`src/rtl/dispatch_arbiter.sv`:
```
// Four-way round-robin dispatcher feeding a shared 8-entry queue, with flush/drain control.
// Optional DISPATCH_ARB_FIXED_PRIO_EN gives requester 0 absolute priority; others rotate.
module dispatch_arbiter (
    input  logic         clk,
    input  logic         rst,
    input  logic [3:0]   req,
    input  logic [127:0] req_data,
    input  logic         flush,
    input  logic         fifo_read,
    output logic [3:0]   gnt,
    output logic         fifo_write,
    output logic [31:0]  fifo_wData,
    output logic [3:0]   occupancy,
    output logic         busy,
    output logic         drain_done
);

    typedef enum logic [1:0] {IDLE, ACTIVE, DRAIN} state_t;

    state_t     state;
    logic [1:0] rr_ptr;
    logic       grant_ok;
    logic       found;
    logic       granted;
    logic [1:0] gnt_idx;
    logic [1:0] cand;
    logic       read_ok;

    // Eligibility uses only registered occupancy, so a same-cycle read never frees a slot early.
    always_comb begin
        grant_ok = !rst && !flush && (state != DRAIN) && (occupancy != 4'd8) && (req != 4'b0000);
        gnt_idx  = rr_ptr;
        cand     = rr_ptr;
        found    = 1'b0;
`ifdef DISPATCH_ARB_FIXED_PRIO_EN
        if (req[0]) begin
            gnt_idx = 2'd0;
            found   = 1'b1;
        end
`endif
        for (int k = 0; k < 4; k++) begin
            cand = rr_ptr + 2'(k);
            if (!found && req[cand]) begin
                gnt_idx = cand;
                found   = 1'b1;
            end
        end
        granted = grant_ok && found;
        gnt     = 4'b0000;
        if (granted) begin
            gnt[gnt_idx] = 1'b1;
        end
    end

    assign read_ok = fifo_read && (occupancy != 4'd0);
    assign busy    = (state != IDLE);

    always_ff @(posedge clk or posedge rst) begin
        if (rst) begin
            state      <= IDLE;
            rr_ptr     <= 2'd0;
            occupancy  <= 4'd0;
            fifo_write <= 1'b0;
            fifo_wData <= 32'd0;
            drain_done <= 1'b0;
        end else begin
            fifo_write <= granted;
            drain_done <= 1'b0;
            if (granted) begin
                fifo_wData <= req_data[{gnt_idx, 5'd0} +: 32];
`ifdef DISPATCH_ARB_FIXED_PRIO_EN
                if (gnt_idx != 2'd0) begin
                    rr_ptr <= gnt_idx + 2'd1;
                end
`else
                rr_ptr <= gnt_idx + 2'd1;
`endif
            end

            if (granted && !read_ok) begin
                occupancy <= occupancy + 4'd1;
            end else if (!granted && read_ok) begin
                occupancy <= occupancy - 4'd1;
            end

            // Drain exits only once the queue is empty and the last write has landed.
            case (state)
                IDLE: begin
                    if (flush) begin
                        state <= DRAIN;
                    end else if (req != 4'b0000) begin
                        state <= ACTIVE;
                    end
                end
                ACTIVE: begin
                    if (flush) begin
                        state <= DRAIN;
                    end else if (req == 4'b0000 && occupancy == 4'd0) begin
                        state <= IDLE;
                    end
                end
                DRAIN: begin
                    if (occupancy == 4'd0 && !fifo_write) begin
                        state      <= IDLE;
                        drain_done <= 1'b1;
                    end
                end
                default: state <= IDLE;
            endcase
        end
    end

endmodule
```
`config.mk`:
```
export PLATFORM = sky130hd
export DESIGN_NAME = dispatch_arbiter
export DESIGN_NICKNAME = d
export VERILOG_FILES = /design/src/rtl/dispatch_arbiter.sv
export SDC_FILE = /design/constraint.sdc
export NUM_CORES = 1
export LEC_CHECK = 0
export ABC_AREA = 1
export BUFFER_PORTS_ARGS = -buffer_cell sky130_fd_sc_hd__buf_2
export CORE_MARGIN = 3
export CORE_UTILIZATION = 47
export CTS_CLUSTER_SIZE = 12
export DETAILED_ROUTE_END_ITERATION = 16
export GPL_ROUTABILITY_DRIVEN = 0
export PLACE_DENSITY = 0.82
export RECOVER_POWER = 50
export SLEW_MARGIN = 10
export SYNTH_ARGS = -nofsm -noshare
export SYNTH_HDL_FRONTEND = slang
export SYNTH_SLANG_ARGS = --single-unit
```
`constraint.sdc`:
```
create_clock -name clk -period 4 [get_ports clk]
set_input_delay 0.6 -clock clk [delete_from_list [all_inputs] [get_ports clk]]
set_output_delay 0.6 -clock clk [all_outputs]
set_load 0.005 [all_outputs]
```
==> impl_metrics.csv, run 1 <==
group,metric,value,unit
die,core_area,7330,µm²
synthesis,yosys_register_bits,42,
outcome,status,"finished, violations left",
worst_hold_path,min_path_type,"register to register",
timing,worst_slew_pin_slew,1600,ps
worst_hold_path,hold_depth,2,
synthesis,yosysWarnings,0,
routing,ant_nets,0,
routing,wire_per_inst,12.5,µm
layout,seqCellArea,1050,µm²
layout,num-fill-cells,724,
timing,final_hold_viol_count,0,
synthesis,synthFlopType,"dfrtp_1",
global_route,grt_pass1_wl,16700,µm
cts,ctsHoldBuffers,0,
place,dp.cells,843,
die,initial_core_util,0.490,
critical_path,reg2reg_depth,18,
cts,root_buffer,"clkbuf_8",
cts,post_cts_resized,0,
worst_hold_path,whs_endpoint,"fifo_wData[12]",
synthesis,synth_top_area_cell,"nand2_1",
critical_path,crit_required,3400,ps
routing,drtIter0Drc,174,
synthesis,yosys.area.top_type_share,0.368,
cts,clk_path_buf_depth,2,
routing,drc,0,
timing,worst_slew_margin_rel,-0.0658,
timing,grt_setup_unrepaired,"no",
critical_path,r2r_start,"rr_ptr[0]",
place,portBuffers,178,
global_route,overflow,0,
timing,period_needed,3300,ps
synthesis,synthArstFlopShare,1.00,
critical_path,setup.worst_path.start_class,"register",
synthesis,syn_inst,593,
synthesis,netlist_top_cells_count,"nand2_1 (352), nand3_1 (77), dfrtp_1 (42), nand2_2 (24), inv_1 (20)",
die,die_area,8730,µm²
critical_path,worstPathMaxFanout,17,
power_and_ir_drop,leakage,0.00283,µW
critical_path,cp-end-kind,"output port",
cts,cts_setup_buffers,0,
place,dp_hpwl,7840,µm
die,ioPinCount,179,
timing,slew_viol_final,43,
timing,clock_skew,3.64,ps
cts,clock_latency,290,ps
global_route,grt_pass1_vias,3781,
cts,cts.clk_slew.worst_paths,70,ps
layout,final-instance-count-excl-fill,849,
worst_hold_path,hp-start,"fifo_wData[12]",
layout,layout.nets,895,
critical_path,crit_type,"register to output port",
cts,cts_buffers,5,
global_route,antenna_found_initial,1,
routing,num_vias,4237,
layout,antenna_cells,0,
synthesis,ys_seq_area_frac,0.293,
cts,cts_tree,"built",
timing,setup_viol,0,
cts,clock-sinks,42,
critical_path,reg2reg_to,"occupancy[3]",
power_and_ir_drop,powerDensity,916,nW/µm²
synthesis,synth.avg_cell_area,6.06,µm²
routing,viasPerCell,4.99,
routing,first_pass_iters,5,
power_and_ir_drop,ir_worst_vdd,0.000608,V
die,dieHeight,93.4,µm
critical_path,arrival,2700,ps
timing,fmax,303,MHz
global_route,grt_usage,0.237,
synthesis,synth_area,3590,µm²
timing,setup_tns,0,ps
run,maxCapViolCount,1,
die,die_w,93.4,µm
timing,fin_crit_sh,0.826,
synthesis,synth-edff-count,0,
routing,wl,10600,µm
global_route,grt_max_degree,65,
critical_path,reg2reg_slack,990,ps
layout,syn_to_final_growth,25.0,%
synthesis,synthesis.nets,737,
die,row_count,31,
layout,drive_gt1_frac,0.283,
cts,cts_max_level,2,
layout,multiInputGateArea,2210,µm²
outcome,violations,"capacitance limit, slew limit",
synthesis,synth_area_leaders,"nand2_1 (37%), dfrtp_1 (29%), nand3_1 (11%), nand2_2 (4.2%), buf_6 (2.8%)",
synthesis,synth_cell_type_count,30,
synthesis,synth_most_common_cell,"nand2_1",
how the worst max path moves through the flow:
stage | start | end | cells past startpoint
6_report | rr_ptr[0] | gnt[0] | 14
5_1_grt | rr_ptr[0] | gnt[1] | 14
4_1_cts | rr_ptr[0] | gnt[0] | 14
3_5_place_dp | rr_ptr[0] | occupancy[3] | 18
3_3_place_gp | rr_ptr[0] | occupancy[3] | 18
2_1_floorplan | req[2] | occupancy[3] | 18
registers in the layout (all words and copies together) (netlist names):
signal      flops
rr_ptr          2
drain_done      1
state           2
fifo_wData     32
occupancy       4
fifo_write      1
critical path, stage by stage, from the launching register on:
cell,delay (ps)
dfrtp_1,640
inv_2,170
nand2_1,150
nand3_1,100
nand2_2,150
inv_1,80
nand3_1,110
nand2_1,60
nand2_1,70
nand3_1,80
nand2_2,300
ha_1,210
inv_1,40
nor2_1,100
buf_2,120
where the power goes:
group | leakage, µW | total, µW | internal, µW | switching (µW)
Combinational | 0.00225 | 3080 | 1060 | 2020
Clock | 0.0000431 | 269 | 133 | 136
Sequential | 0.000531 | 765 | 613 | 152
Total | 0.00283 | 4110 | 1800 | 2310
cell families after synthesis:
family | count (synthesis) | synth area share
buffers and inverters | 58 | 0.0937
adder cells (fa/ha/maj) | 8 | 0.0300
multiplexers | 1 | 0.00313
flip-flops | 42 | 0.293
XOR/XNOR | 3 | 0.00732
AO/OA/AOI/OAI | 7 | 0.0118
AND/OR/NAND/NOR | 474 | 0.561
area by class of cell:
type                            instances  area share
Timing Repair Buffer                  186       0.207
Sequential cell                        42       0.234
Multi-Input combinational cell        493       0.493
Clock buffer                            6      0.0184
Inverter                               23      0.0198
Tap cell                               99      0.0276
cell usage in the layout, fill, tap and decap left out, types with 3 or more instances in the layout:
cell type,synthesis,final
nor2_1,9,9
nand2_1,352,352
nand2_4,4,4
clkbuf_8,0,6
ha_1,7,7
nand2_2,24,24
buf_4,4,8
clkbuf_1,3,17
dfrtp_1,42,42
inv_1,20,20
buf_2,18,161
nand3_1,77,77
o21ai_0,3,3
per-stage QoR:
stage	hold slack (ps)	total power (µW)	setup WS (ps)	util	instance area, µm²
floorplan	443	3310	1170	-	3590
global placement	459	3760	1170	0.604	4430
detailed placement	459	3870	1010	0.604	4430
CTS	479	4160	687	0.615	4510
global route	504	4640	482	0.612	4490
finish	480	4110	697	0.612	4490
metal layers:
metal  GRT usage  wire (µm)
met1       0.278       4310
met2       0.419       5200
met4      0.0879        274
met5           0         18
met3      0.0547        765
No activity file was read; power rests on OpenSTA's default activity.
==> inputs of run 2 (changes only) <==
- CORE_UTILIZATION: 47 -> 42
- PLACE_DENSITY: 0.82 -> 0.77
- clock period: 4 -> 2.99 ns (I/O delays scaled with it)
==> run 2 against run 1 <==
  * The flow still finishes with violations (capacitance limit, slew limit)
  * Global-route usage is 1.3 points lower
  * Clock power is 40% higher
  * Utilization is 6.1 points lower
  * Sequential power is 31% higher
  * Critical path depth is 1 lower
  * Power is 37% higher
  * First-iteration DRC count is 22% lower
  * Sequential share of layout area is 0.31 points lower
  * Critical path type unchanged
  * Largest cell class unchanged
  * Highest routed layer is now met4
==> impl_metrics.csv, run 2 (synthesis results as in run 1) <==
group,metric,value,unit
outcome,status,"finished, violations left",
outcome,violations,"capacitance limit, slew limit",
critical_path,cpPeakStageDelay,490,ps
die,ioPinCount,179,
place,place_worst_setup_slack,233,ps
critical_path,cp-end-kind,"output port",
timing,grt_setup_unrepaired,"no",
die,dieHeight,98.5,µm
critical_path,path_cells,"inv_4 -> nand2_2 -> nand2_4 -> nand2_1 -> nand2_2 -> nand4_4 -> nand2_8 -> nand2_4 -> inv_1 -> ha_1 -> inv_1 -> nor2_1 -> buf_2",
layout,top_regs,"fifo_wData x32, occupancy x4",
global_route,antenna_found_initial,1,
critical_path,crit_slowest_cell,"dfrtp_2",
timing,slew_viol_final,43,
routing,viasPerCell,4.84,
timing,setup_tns,0,ps
layout,final_common_cell,"nand2_1",
cts,cts.clk_slew.worst_paths,80,ps
critical_path,arrival,2280,ps
critical_path,path_buf_inv,4,
critical_path,crit_required,2540,ps
die,row_count,33,
cts,cts_tree,"built",
cts,clock-sinks,42,
timing,final_hold_viol_count,0,
worst_hold_path,min_path_type,"register to register",
cts,ctsHoldBuffers,0,
power_and_ir_drop,ir_worst_vdd,0.000568,V
place,portBuffers,178,
layout,syn_to_final_growth,26.8,%
layout,fin_util,0.552,
routing,ant_nets,0,
timing,clock_skew,9.87,ps
timing,setup_viol,0,
die,die_area,9700,µm²
cts,clock_latency,290,ps
layout,layout_common_cells,"nand2_1 (352), buf_2 (166), nand3_1 (77), dfrtp_1 (41), nand2_2 (23)",
run,maxCapViolCount,1,
die,core_area,8260,µm²
timing,period_needed,2730,ps
global_route,grt_pass1_wl,18100,µm
layout,regMostFlops,"fifo_wData",
routing,wire_per_inst,13.0,µm
routing,drc,0,
critical_path,setup.worst_path.start_class,"register",
global_route,grt_pass1_vias,3941,
global_route,grt_max_degree,43,
layout,drive_gt1_frac,0.295,
cts,root_buffer,"clkbuf_8",
global_route,grt_usage,0.224,
timing,fin_crit_sh,0.912,
power_and_ir_drop,leakage,0.00286,µW
power_and_ir_drop,powerDensity,1240,nW/µm²
routing,drtIter0Drc,135,
cts,clk_path_buf_depth,2,
timing,worst_slew_margin_rel,-0.0872,
timing,finalWorstSetupSlack,262,ps
critical_path,crit_type,"register to output port",
die,die_w,98.5,µm
cts,cts_max_level,2,
critical_path,critPathTopFamily,"simple AND/OR/NAND/NOR gates",
routing,wl,11200,µm
layout,layout.nets,898,
routing,first_pass_iters,4,
critical_path,worstPathMaxFanout,28,
timing,worst_slew_pin_slew,1630,ps
timing,fmax,367,MHz
cts,cts_buffers,5,
routing,num_vias,4169,
layout,largest_reg_flops,32,
layout,num-fill-cells,865,
place,dp_hpwl,8450,µm
die,initial_core_util,0.435,
global_route,overflow,0,
run 2: cell count changes in the layout (fill, tap and decap cells not counted):
cell	before	now
dfrtp_1	42	41
nand2_2	24	23
a21oi_2	0	1
nand2_8	0	1
buf_4	8	11
clkbuf_1	17	13
diode_2	0	1
dfrtp_2	0	1
clkinv_2	0	1
a21oi_1	1	0
buf_2	161	166
run 2: report_power, final:
| part | switching (µW) | internal (µW) |
|---|---|---|
| clock network | 190 | 187 |
| logic | 2800 | 1460 |
| registers | 177 | 822 |
run 2: final cells by class:
cell class                      count  area (µm²)  share of cell area
Multi-Input combinational cell    493        2230               0.490
Sequential cell                    42        1050               0.231
Timing Repair Buffer              189         958               0.210
Tap cell                          105         131              0.0288
Inverter                           23        88.8              0.0195
Clock buffer                        7        86.3              0.0190
Clock inverter                      1        5.00             0.00110
Antenna cell                        1        2.50            0.000549
run 2: final timing paths:
path	startpoint	to	slack (ps)	depth (start not counted)
hold / removal	fifo_write	drain_done	460	1
hold reg to reg	fifo_write	drain_done	460	1
min in group asynchronous	rst	drain_done	660	2
max in group asynchronous	rst	rr_ptr[1]	1260	2
setup reg to reg	rr_ptr[0]	occupancy[3]	270	18
setup / recovery	rr_ptr[1]	gnt[3]	260	13
run 2: metal layers:
layer	track usage	part of all wire	vias up
met5	0	0	-
met1	0.279	0.42	1855
li1	-	-	2150
met3	0.0340	0.064	14
met2	0.402	0.50	150
met4	0.0609	0.017	0
run 2: repair_timing:
action,4_1_cts,5_1_grt
setup endpoints to repair,0,3
endpoints found under the hold margin,0,0
buffers inserted,0,0
resized for setup,0,4
run 2: per-stage QoR:
step / total power (µW) / hold WS, ps / instances / area, µm²
finish: 5630 / 463 / 861 / 4560
global route: 6330 / 477 / 861 / 4560
CTS: 5630 / 407 / 860 / 4550
detailed placement: 5230 / 452 / 852 / 4460
global placement: 5110 / 449 / 852 / 4460
floorplan: 4420 / 443 / 593 / 3590
